`config.mk`:
```
export PLATFORM = sky130hd
export DESIGN_NAME = airlock_cycle_controller
export DESIGN_NICKNAME = d
export VERILOG_FILES = /design/src/rtl/airlock_pkg.sv /design/src/rtl/airlock_pump_timer.sv /design/src/rtl/airlock_cycle_controller.sv
export SDC_FILE = /design/constraint.sdc
export NUM_CORES = 1
export LEC_CHECK = 0
export CORE_MARGIN = 2
export CORE_UTILIZATION = 30
export DETAILED_ROUTE_END_ITERATION = 16
export SLEW_MARGIN = 20
export SYNTH_ARGS = -nofsm -noshare
export SYNTH_HDL_FRONTEND = slang
export SYNTH_HIERARCHICAL = 1
export SYNTH_SLANG_ARGS = --single-unit
```
`constraint.sdc`:
```
create_clock -name clock -period 7 [get_ports clock]
set_input_delay 2.1 -clock clock [delete_from_list [all_inputs] [get_ports clock]]
set_output_delay 2.1 -clock clock [all_outputs]
set_load 0.03 [all_outputs]
```
`src/rtl/airlock_pkg.sv`:
```
// Shared airlock definitions: state encoding, cycle direction constants and
// the default pump timeout.
package airlock_pkg;

  typedef enum logic [3:0] {
    S_IDLE  = 4'd0,
    S_SEAL  = 4'd1,
    S_EQ1   = 4'd2,
    S_OPEN1 = 4'd3,
    S_ENTER = 4'd4,
    S_EQ2   = 4'd5,
    S_OPEN2 = 4'd6,
    S_EXIT  = 4'd7,
    S_DONE  = 4'd8,
    S_FAULT = 4'd9
  } airlock_state_e;

  localparam logic ARRIVAL   = 1'b0;
  localparam logic DEPARTURE = 1'b1;

  localparam int DEFAULT_PUMP_TIMEOUT = 8;

endpackage

```
`src/rtl/airlock_pump_timer.sv`:
```
// Counts clocks spent in one equalize phase; expired flags the cycle that is
// the PUMP_TIMEOUT-th of the phase, so the FSM faults on the following edge.
module airlock_pump_timer #(
  parameter int TIMER_WIDTH  = 4,
  parameter int PUMP_TIMEOUT = airlock_pkg::DEFAULT_PUMP_TIMEOUT
) (
  input  logic clock,
  input  logic reset,
  input  logic clear,
  input  logic enable,
  output logic expired
);

  localparam logic [TIMER_WIDTH-1:0] LAST = TIMER_WIDTH'(PUMP_TIMEOUT - 1);

  logic [TIMER_WIDTH-1:0] count_q;

  assign expired = enable && (count_q == LAST);

  // Saturates at LAST so a stalled FSM cannot wrap the count.
  always_ff @(posedge clock) begin
    if (reset || clear) begin
      count_q <= '0;
    end else if (enable && (count_q != LAST)) begin
      count_q <= count_q + 1'b1;
    end
  end

endmodule

```
`src/rtl/airlock_cycle_controller.sv`:
```
// Airlock cycle sequencer: seals, equalizes, and walks the occupant through
// entry and exit doors. All outputs come straight from registers.
module airlock_cycle_controller
  import airlock_pkg::*;
#(
  parameter int PUMP_TIMEOUT = DEFAULT_PUMP_TIMEOUT,
  parameter int TIMER_WIDTH  = 4
) (
  input  logic           clock,
  input  logic           reset,
  input  logic           start,
  input  logic           mode,
  input  logic           abort,
  input  logic           odClosed,
  input  logic           idClosed,
  input  logic           isHighPressure,
  output logic           busy,
  output logic           startPressurizing,
  output logic           startDepressurizing,
  output logic           odUnlock,
  output logic           idUnlock,
  output logic           done,
  output logic           fault,
  output airlock_state_e dbg_state
);

  // Handshake: none; start is a level sampled only in IDLE, doors and
  // pressure are level status inputs sampled every rising edge.

  airlock_state_e state_q, state_d;
  logic mode_q, mode_d;
  logic busy_q, busy_d, prs_q, prs_d, dep_q, dep_d;
  logic odu_q, odu_d, idu_q, idu_d, done_q, done_d, fault_q, fault_d;

  logic in_eq, timer_expired, eq_target, pressure_ok, doors_closed;
  logic entry_closed, exit_closed, next_target;

  assign in_eq        = (state_q == S_EQ1) || (state_q == S_EQ2);
  assign eq_target    = (state_q == S_EQ1) ? mode_q : ~mode_q;
  assign pressure_ok  = (isHighPressure == eq_target);
  assign doors_closed = odClosed && idClosed;
  assign entry_closed = (mode_q == DEPARTURE) ? idClosed : odClosed;
  assign exit_closed  = (mode_q == DEPARTURE) ? odClosed : idClosed;

  airlock_pump_timer #(
    .TIMER_WIDTH (TIMER_WIDTH),
    .PUMP_TIMEOUT(PUMP_TIMEOUT)
  ) u_timer (
    .clock  (clock),
    .reset  (reset),
    .clear  (!in_eq),
    .enable (in_eq),
    .expired(timer_expired)
  );

  always_comb begin
    state_d = state_q;
    mode_d  = mode_q;
    case (state_q)
      S_IDLE:  if (start) begin
                 mode_d  = mode;
                 state_d = S_SEAL;
               end
      S_SEAL:  if (abort)             state_d = S_IDLE;
               else if (doors_closed) state_d = S_EQ1;
      S_EQ1, S_EQ2: begin
        // A door opening under a pressure differential outranks everything.
        if (!doors_closed)                     state_d = S_FAULT;
        else if (abort && state_q == S_EQ1)    state_d = S_IDLE;
        else if (pressure_ok)                  state_d = (state_q == S_EQ1) ? S_OPEN1 : S_OPEN2;
        else if (timer_expired)                state_d = S_FAULT;
      end
      S_OPEN1: if (!entry_closed) state_d = S_ENTER;
      S_ENTER: if (entry_closed)  state_d = S_EQ2;
      S_OPEN2: if (!exit_closed)  state_d = S_EXIT;
      S_EXIT:  if (exit_closed)   state_d = S_DONE;
      S_DONE:  state_d = S_IDLE;
      S_FAULT: state_d = S_FAULT;
      default: state_d = S_FAULT;
    endcase

    // Outputs are computed for the state being entered, then registered.
    next_target = (state_d == S_EQ1) ? mode_d : ~mode_d;
    busy_d  = (state_d != S_IDLE);
    prs_d   = 1'b0;
    dep_d   = 1'b0;
    if (state_d == S_EQ1 || state_d == S_EQ2) begin
      prs_d = next_target && !isHighPressure;
      dep_d = !next_target && isHighPressure;
    end
    odu_d   = ((state_d == S_OPEN1 || state_d == S_ENTER) && mode_d == ARRIVAL) ||
              ((state_d == S_OPEN2 || state_d == S_EXIT)  && mode_d == DEPARTURE);
    idu_d   = ((state_d == S_OPEN1 || state_d == S_ENTER) && mode_d == DEPARTURE) ||
              ((state_d == S_OPEN2 || state_d == S_EXIT)  && mode_d == ARRIVAL);
    done_d  = (state_d == S_DONE);
    fault_d = (state_d == S_FAULT);
  end

  always_ff @(posedge clock) begin
    if (reset) begin
      state_q <= S_IDLE;
      mode_q  <= ARRIVAL;
      busy_q  <= 1'b0;
      prs_q   <= 1'b0;
      dep_q   <= 1'b0;
      odu_q   <= 1'b0;
      idu_q   <= 1'b0;
      done_q  <= 1'b0;
      fault_q <= 1'b0;
    end else begin
      state_q <= state_d;
      mode_q  <= mode_d;
      busy_q  <= busy_d;
      prs_q   <= prs_d;
      dep_q   <= dep_d;
      odu_q   <= odu_d;
      idu_q   <= idu_d;
      done_q  <= done_d;
      fault_q <= fault_d;
    end
  end

  assign busy                = busy_q;
  assign startPressurizing   = prs_q;
  assign startDepressurizing = dep_q;
  assign odUnlock            = odu_q;
  assign idUnlock            = idu_q;
  assign done                = done_q;
  assign fault               = fault_q;
  assign dbg_state           = state_q;

endmodule
```
==> results.py, run 1 <==
metrics = {
    "status": {
        "status": "finished clean",
    },
    "layout": {
        "fillerInstances": 369,
        "layout-drive-gt1-share_pct": 7.80,
        "finalNetCount": 151,
        "syn_to_final_growth_pct": 22.3,
        "stdcell_area_um2": 1290,
        "post-route-util_pct": 38.4,
        "antennaDiodeCount": 0,
    },
    "critical_path": {
        "end_kind": "flop",
        "critical_path_required_ns": 7.19,
        "worst-path-buf-inv": 1,
        "rrSetupSlack_ns": 4.13,
        "r2r-start": "dbg_state[0]",
        "r2r-end": "startPressurizing",
        "setup.worst_path.start": "odClosed",
        "cpPeakStageDelay_ns": 0.51,
        "r2r_cells": 11,
        "critPathLaunchType": "input port",
        "crit_fanout": 8,
        "path_class": "input port to flop",
        "crit_arrival_ns": 4.12,
        "slowest_stage": "clkdlybuf4s50_1",
        "worstPathCellList": "clkdlybuf4s50_1, mux2_4, a221oi_2, a21oi_1, a311oi_4, nor3_1, a22o_1",
        "critPathTopFamily": "compound AO/OA/AOI/OAI gates",
    },
    "clock_network": {
        "clock_latency_ns": 0.29,
        "root_buffer": "clkbuf_4",
        "cts_buffer_depth": 2,
        "clkSinkCount": 16,
        "cts_tree": "built",
        "cts_buffers": 3,
        "htree_levels": 1,
        "cts_resized": 0,
        "ctsHoldBuffers": 0,
        "post_cts_buffers": 0,
        "clk_pin_slew_ns": 0.10,
    },
    "yosys": {
        "ys_seq_area_share_pct": 30.4,
        "synth-async-reset-ratio_pct": 0,
        "synth_cell_types": 45,
        "ys.flop_type": "dfxtp_1",
        "syn_avg_cell_area_um2": 8.58,
        "synth_edf_count": 0,
        "postSynthCellCount": 123,
        "syn_nets": 132,
        "synth_area_um2": 1050,
        "ys_warn_count": 6,
        "ys_seq_elements": 16,
    },
    "die": {
        "ios": 19,
        "dieHeight_um": 63.3,
        "die_area_um2": 4010,
        "die_x_um": 63.3,
        "core_um2": 3360,
        "fp-row-count": 21,
        "start_util_pct": 31.4,
    },
    "timing": {
        "fin_setup_tns_ns": 0,
        "worst_slew_pin_slew_ns": 0.515,
        "maxSlewHeadroom_pct": 65.4,
        "hold_violations": 0,
        "fmax_mhz": 254,
        "fin_crit_sh_pct": 56.1,
        "setup_viol": 0,
        "min_period_ns": 3.93,
        "skew_ns": 0.00634,
        "final_max_slew_viol_count": 0,
        "rsz0062_at_grt": "no",
    },
    "worst_hold_path": {
        "hold_depth": 2,
        "min_to": "u_timer/count_q[1]",
        "min_path_type": "flop to flop",
        "worstHoldStart": "u_timer/count_q[1]",
    },
    "drt": {
        "drcViolationCount": 0,
        "drt-pass1-iter-count": 6,
        "ant_nets": 0,
        "viasPerCell": 5.34,
        "vias": 999,
        "routed_wl_um": 2500,
        "drt-initial-drc-count": 17,
        "routedWlPerCell_um": 13.4,
    },
    "placed_design": {
        "io_buffer_count": 18,
        "hpwl_um": 1940,
        "gp_congestion": 0.871,
        "placed_area_um2": 1250,
    },
    "flow_run": {
        "maxCapViolCount": 0,
    },
    "global_routing": {
        "antenna_found_initial": 0,
        "grt_pass1_vias": 1013,
        "overflow": 0,
        "grt_max_degree": 15,
        "grt_pass1_wl_um": 4490,
        "track_usage_pct": 13.7,
    },
    "pwr": {
        "p_leak_nw": 0.442,
        "powerDensity_nw_per_um2": 148,
        "ir_worst_vdd_uv": 81.5,
    },
}
-- metrics by stage --
| stage | cells | power [mW] | hold slack, ns | setup slack [ns] |
|---|---|---|---|---|
| after floorplan | 123 | 0.121 | 0.474 | 3.51 |
| after CTS | 187 | 0.192 | 0.509 | 3.08 |
| after detailed placement | 183 | 0.132 | 0.496 | 2.77 |
| final | 187 | 0.191 | 0.511 | 3.07 |
| after global routing | 187 | 0.201 | 0.551 | 2.92 |
| after global placement | 183 | 0.131 | 0.490 | 2.84 |
-- area by class of cell --
class | count | area [µm²] | share of cell area [%]
clock buffer | 4 | 36.3 | 2.81
tap | 46 | 57.6 | 4.46
multi-input combinational | 95 | 666 | 51.6
sequential | 16 | 320 | 24.8
timing repair buffer | 18 | 180 | 14.0
inverter | 8 | 30.0 | 2.33
-- worst max path at each step --
stage | to | cells after the start
after floorplan | startDepressurizing | 6
after global placement | startDepressurizing | 7
after detailed placement | startDepressurizing | 7
after CTS | startDepressurizing | 7
after global routing | odUnlock | 7
final | startDepressurizing | 7
-- state kept, by name (all words and copies together) (netlist names) --
signal,count
busy,1
idUnlock,1
done,1
dbg_state,4
fault,1
u_timer/count_q,4
startPressurizing,1
odUnlock,1
startDepressurizing,1
mode_q,1
-- Yosys cell counts, types with 4 or more instances --
library cell	number	area, µm²
nand2_1	10	37.5
mux2i_1	4	40.0
inv_1	8	30.0
o221ai_1	4	35.0
nor2_1	13	48.8
dfxtp_1	16	320
nor2b_1	5	31.3
nand4_1	4	25.0
o21ai_0	4	20.0
-- worst register-to-register path, delay by kind of cell, from the launching register on --
kind	cells	cell delay (ns)
simple gates	6	1.03
buf+inv	1	0.17
compound gates	3	0.59
mux	1	0.42
flops	1	0.58
-- logic make-up (layout without fill, tap and decap cells) --
kind of cell               Yosys count  after routing  share of synthesized area (%)
and+or+nand+nor                     56             56                           30.0
adders and majority gates            1              1                           1.19
muxes                                5              5                           5.22
AOI/OAI and AO/OA                   31             31                           25.0
buffers and inverters               12             30                           6.52
xor gates and xnor gates             2              2                           1.66
DFF                                 16             16                           30.4
-- power breakdown --
part	internal (mW)	switching (mW)	total (mW)
Sequential	0.0926	0.00328	0.0959
Clock	0.0316	0.0293	0.0610
Combinational	0.0153	0.0187	0.0340
-- layout by cell type (no fill, tap or decap), types with 2 or more instances in the layout --
cell type,n
clkbuf_4,3
mux2i_1,4
a22o_1,2
o21ai_0,4
or3_1,2
nand2b_1,3
o221ai_1,4
and2_1,3
o211ai_1,2
nand4_1,4
a21oi_1,3
a21boi_0,2
nor2b_1,5
a31oi_1,2
inv_1,8
clkdlybuf4s50_1,18
nand3_1,3
nor2_1,13
or2_1,2
nand2_1,10
nor3_1,2
xnor2_1,2
and3b_1,2
dfxtp_1,16
-- metal layers --
layer	up-vias	wire length [µm]	global-route usage, %
li1	487	-	-
met1	482	1090	15.9
met2	26	1300	25.4
met3	4	96	2.32
met4	0	20	4.08
met5	-	0	0
Note: power is estimated with default switching activity, not from simulation.
==> run 2, diff against run 1 <==
==> constraint.sdc (replaced) <==
create_clock -name clock -period 3.3 [get_ports clock]
set_input_delay 0.99 -clock clock [delete_from_list [all_inputs] [get_ports clock]]
set_output_delay 0.99 -clock clock [all_outputs]
set_load 0.03 [all_outputs]
==> run 2 against run 1 <==
  * Core utilization is 0.26 points higher
  * Global-route usage hardly changed
  * Clock skew is 0.0032 ns lower
  * Die area stayed put
  * Worst setup slack worse by 2.6 ns
  * Sequential share of layout area is 0.17 points lower
  * Wire length is 2.4% higher
  * First-iteration DRC count is 12% lower
==> results.py, run 2 (synthesis gave the netlist of run 1 again) <==
metrics = {
    "status": {
        "status": "finished clean",
    },
    "clock_network": {
        "root_buffer": "clkbuf_4",
        "htree_levels": 1,
        "cts_buffer_depth": 2,
        "clock_latency_ns": 0.28,
        "cts_tree": "built",
        "ctsHoldBuffers": 0,
        "post_cts_buffers": 0,
        "cts_buffers": 3,
        "clk_pin_slew_ns": 0.09,
        "clkSinkCount": 16,
        "cts_resized": 0,
    },
    "critical_path": {
        "crit_arrival_ns": 3.05,
        "critPathLaunchType": "input port",
        "critical_path_required_ns": 3.53,
        "crit_fanout": 8,
        "critPathTopFamily": "compound AO/OA/AOI/OAI gates",
        "worst-path-buf-inv": 1,
        "end_kind": "flop",
        "worstPathCellList": "clkdlybuf4s50_1, mux2_4, a221oi_2, a21oi_1, a311oi_4, and3_1, a22o_1",
        "cpPeakStageDelay_ns": 0.51,
        "slowest_stage": "clkdlybuf4s50_1",
        "path_class": "input port to flop",
        "rrSetupSlack_ns": 0.72,
    },
    "timing": {
        "fmax_mhz": 355,
        "hold_violations": 0,
        "skew_ns": 0.00318,
        "fin_crit_sh_pct": 85.4,
        "worst_slew_pin_slew_ns": 0.511,
        "final_max_slew_viol_count": 0,
        "fin_ws_ns": 0.483,
        "fin_setup_tns_ns": 0,
        "setup_viol": 0,
        "maxSlewHeadroom_pct": 65.7,
        "min_period_ns": 2.82,
        "rsz0062_at_grt": "no",
    },
    "worst_hold_path": {
        "min_path_type": "flop to flop",
    },
    "pwr": {
        "internal-power_mw": 0.273,
        "clockPowerShare_pct": 26.7,
        "netSwitchingPower_mw": 0.106,
        "p_leak_nw": 0.450,
        "power_frac_comb_pct": 20.4,
        "swShare_pct": 28.0,
        "seq_power_share_pct": 52.9,
        "powerDensity_nw_per_um2": 292,
        "ir_worst_vdd_uv": 198,
    },
    "global_routing": {
        "overflow": 0,
        "track_usage_pct": 13.6,
        "grt_pass1_wl_um": 4370,
        "grt_max_degree": 15,
        "antenna_found_initial": 0,
        "grt_pass1_vias": 965,
    },
    "layout": {
        "post-route-util_pct": 38.6,
        "mostFrequentLayoutCell": "clkdlybuf4s50_1",
        "finalNetCount": 154,
        "instances_no_fill": 189,
        "stdcell_area_um2": 1300,
        "syn_to_final_growth_pct": 23.1,
        "antennaDiodeCount": 0,
        "multiInputGateArea_um2": 666,
        "seq_area_um2": 320,
        "layout-drive-gt1-share_pct": 9.09,
        "layout_common_cells": "clkdlybuf4s50_1 (18), dfxtp_1 (16), nor2_1 (13), nand2_1 (10), inv_1 (8)",
        "fillerInstances": 371,
    },
    "placed_design": {
        "hpwl_um": 1980,
        "place_ws_ns": 0.182,
        "post-place-cells": 186,
        "placed_area_um2": 1280,
        "gp_congestion": 0.865,
        "io_buffer_count": 18,
    },
    "die": {
        "core_um2": 3360,
        "die_area_um2": 4010,
        "dieHeight_um": 63.3,
        "die_x_um": 63.3,
        "fp-row-count": 21,
        "ios": 19,
        "start_util_pct": 31.4,
    },
    "drt": {
        "drt-pass1-iter-count": 4,
        "drt-initial-drc-count": 15,
        "viasPerCell": 5.14,
        "routedWlPerCell_um": 13.6,
        "ant_nets": 0,
        "vias": 971,
        "drcViolationCount": 0,
        "routed_wl_um": 2560,
    },
    "flow_run": {
        "maxCapViolCount": 0,
    },
}
==> run 2: changes by cell type in the layout (fill, tap and decap cells not counted), sizes merged <==
cell | before | now
clkbuf | 4 | 3
buf | 0 | 3
==> run 2: power groups by stage <==
stage	Sequential [mW]	Combinational, mW	Clock [mW]
finish	0.201	0.0773	0.101
global route	0.202	0.0831	0.114
CTS	0.201	0.0772	0.104
detailed placement	0.205	0.0769	0
global placement	0.205	0.0749	0
floorplan	0.208	0.0483	0
==> run 2: worst paths after layout <==
check / startpoint / cells past startpoint / end
hold reg to reg: u_timer/count_q[0] / 2 / u_timer/count_q[0]
hold / removal: u_timer/count_q[0] / 2 / u_timer/count_q[0]
setup reg to reg: dbg_state[1] / 10 / startPressurizing
setup / recovery: odClosed / 7 / startPressurizing
==> run 2: final cells by class <==
cell class	count	share of cell area (%)
clock buffers	3	1.73
inverters	8	2.31
well taps	46	4.43
flip-flops and latches	16	24.7
multi-input cells	95	51.3
repair buffers	21	15.6
==> run 2: worst register-to-register path, stage by stage, from the launching register on <==
cell and delay (ns):
dfxtp_1 0.64, mux2i_1 0.28, nand2_1 0.10, inv_1 0.15, nand3_1 0.09, nor2_1 0.25
nor2b_1 0.10, o221ai_2 0.20, a31oi_2 0.19, and3_1 0.26, a22o_1 0.21
==> run 2: metrics by stage <==
stage,hold WS (ns),total power [mW]
2_1_floorplan,0.474,0.257
3_3_place_gp,0.488,0.280
3_5_place_dp,0.503,0.282
4_1_cts,0.518,0.382
5_1_grt,0.552,0.399
6_report,0.515,0.379
==> run 2: metal layers <==
layer  vias up  global-route usage [%]  share of wire [%]
met5         -                       0                  0
met4         0                    2.99               0.55
met3         2                    3.39                2.9
met2        22                    25.3                 52
met1       457                    15.7                 45
li1        490                       -                  -
==> run 3, diff against run 2 <==
--- a/config.mk
+++ b/config.mk
@@ -8,7 +8,7 @@
 export CORE_MARGIN = 2
 export CORE_UTILIZATION = 30
 export DETAILED_ROUTE_END_ITERATION = 16
-export SLEW_MARGIN = 20
+export SLEW_MARGIN = 0
 export SYNTH_ARGS = -nofsm -noshare
 export SYNTH_HDL_FRONTEND = slang
 export SYNTH_HIERARCHICAL = 1
==> constraint.sdc (replaced) <==
create_clock -name clock -period 3.3 [get_ports clock]
set_input_delay 0.66 -clock clock [delete_from_list [all_inputs] [get_ports clock]]
set_output_delay 0.66 -clock clock [all_outputs]
set_load 0.03 [all_outputs]
==> run 3 against run 2 <==
  * Combinational power about the same
  * Via count increased by 3.9%
  * Wire length decreased by 0.51%
  * Worst setup slack improved by 0.19 ns
  * Non-clock buffer count decreased by 1
  * Largest power group unchanged
==> results.py, run 3 (synthesis gave the netlist of run 1 again) <==
metrics = {
    "status": {
        "status": "finished clean",
    },
    "placed_design": {
        "hpwl_um": 2020,
        "io_buffer_count": 18,
        "gp_congestion": 0.867,
    },
    "global_routing": {
        "grt_max_degree": 15,
        "overflow": 0,
        "track_usage_pct": 14.0,
        "antenna_found_initial": 0,
        "grt_pass1_vias": 1036,
        "grt_pass1_wl_um": 4530,
    },
    "critical_path": {
        "worst-path-buf-inv": 1,
        "slowest_stage": "dfxtp_1",
        "critical_path_required_ns": 3.49,
        "critPathMostFrequentCell": "nand2_1",
        "critPathTopFamily": "simple AND/OR/NAND/NOR gates",
        "worstPathCellList": "nand2_1, mux2i_1, nand2_1, inv_1, nand3_1, nor2_1, nor2b_1, o221ai_2, a31oi_2, and3_1, a22o_1",
        "crit_fanout": 9,
        "cpPeakStageDelay_ns": 0.57,
        "path_class": "flop to flop",
        "end_kind": "flop",
        "critPathLaunchType": "flop",
        "crit_arrival_ns": 2.82,
    },
    "die": {
        "dieHeight_um": 63.3,
        "ios": 19,
        "fp-row-count": 21,
        "die_area_um2": 4010,
        "start_util_pct": 31.4,
        "die_x_um": 63.3,
        "core_um2": 3360,
    },
    "timing": {
        "min_period_ns": 2.63,
        "fin_crit_sh_pct": 79.6,
        "hold_violations": 0,
        "fmax_mhz": 380,
        "worst_slew_pin_slew_ns": 0.501,
        "setup_viol": 0,
        "maxSlewHeadroom_pct": 66.4,
        "rsz0062_at_grt": "no",
        "final_max_slew_viol_count": 0,
        "skew_ns": 0.00418,
        "fin_setup_tns_ns": 0,
    },
    "layout": {
        "layout-drive-gt1-share_pct": 9.09,
        "antennaDiodeCount": 0,
        "multiInputGateArea_um2": 666,
        "syn_to_final_growth_pct": 23.7,
        "fillerInstances": 358,
        "mostFrequentLayoutCell": "clkdlybuf4s50_1",
        "finalNetCount": 153,
        "layout_common_cells": "clkdlybuf4s50_1 (18), dfxtp_1 (16), nor2_1 (13), nand2_1 (10), inv_1 (8)",
        "seq_area_um2": 320,
    },
    "drt": {
        "wl_met3_um": 84,
        "routed.top_layer": "met4",
        "routed_wl_um": 2550,
        "viasPerCell": 5.34,
        "drt-met1-wl_um": 1070,
        "vias": 1009,
        "drt-pass1-iter-count": 4,
        "drt-initial-drc-count": 24,
        "drcViolationCount": 0,
        "routedWlPerCell_um": 13.5,
        "ant_nets": 0,
        "wl_met2_um": 1360,
    },
    "worst_hold_path": {
        "min_path_type": "flop to flop",
    },
    "clock_network": {
        "cts_buffer_depth": 2,
        "post_cts_buffers": 0,
        "cts_buffers": 3,
        "clkSinkCount": 16,
        "htree_levels": 1,
        "clock_latency_ns": 0.28,
        "cts_tree": "built",
        "clk_pin_slew_ns": 0.09,
        "ctsHoldBuffers": 0,
        "cts_resized": 0,
        "root_buffer": "clkbuf_4",
    },
    "pwr": {
        "p_leak_nw": 0.452,
        "finalPower_mw": 0.405,
        "ir_worst_vdd_uv": 171,
        "powerDensity_nw_per_um2": 311,
    },
    "flow_run": {
        "maxCapViolCount": 0,
    },
}
[run 3: cell count changes in the layout (fill, tap and decap cells not counted)]
cell | before | now
buf_4 | 3 | 2
clkbuf_8 | 0 | 1
[run 3: area by class of cell]
cell class,count,area share (%)
clock buffer,4,2.78
inverter,8,2.30
multi-input combinational,95,51.0
sequential,16,24.5
tap,46,4.41
timing repair buffer,20,15.0
[run 3: metal layers]
layer	GRT usage [%]	up-vias
met4	4.62	0
li1	-	493
met2	26.6	24
met3	2.14	4
met1	15.9	488
met5	0	-
[run 3: metrics by stage]
step           util (%)  cell area, µm²  std cells  hold WS [ns]  setup slack, ns
2_1_floorplan         -            1050        123         0.474            0.697
3_3_place_gp       37.7            1270        185         0.488            0.570
3_5_place_dp       37.7            1270        185         0.498            0.532
4_1_cts            38.8            1310        189         0.511            0.683
5_1_grt            38.8            1310        189         0.552            0.457
6_report           38.8            1310        189         0.507            0.672
[run 3: path summary, 6_finish.rpt]
check | start | to | slack, ns | cells past startpoint
max | dbg_state[2] | startPressurizing | 0.67 | 11
min | u_timer/count_q[1] | u_timer/count_q[1] | 0.51 | 2
max reg2reg | dbg_state[2] | startPressurizing | 0.67 | 11
min reg2reg | u_timer/count_q[1] | u_timer/count_q[1] | 0.51 | 2
[run 3: worst reg2reg max path, cell delays in order, from the launching register on]
cell,delay [ns]
dfxtp_1,0.57
nand2_1,0.19
mux2i_1,0.20
nand2_1,0.10
inv_1,0.15
nand3_1,0.10
nor2_1,0.26
nor2b_1,0.11
o221ai_2,0.20
a31oi_2,0.19
and3_1,0.26
a22o_1,0.21
[run 3: report_power, final]
| group | switching (mW) | total [mW] | internal [mW] |
|---|---|---|---|
| clock | 0.0605 | 0.128 | 0.0672 |
| sequential | 0.00417 | 0.201 | 0.197 |
| combinational | 0.0433 | 0.0771 | 0.0338 |
| total | 0.108 | 0.405 | 0.297 |
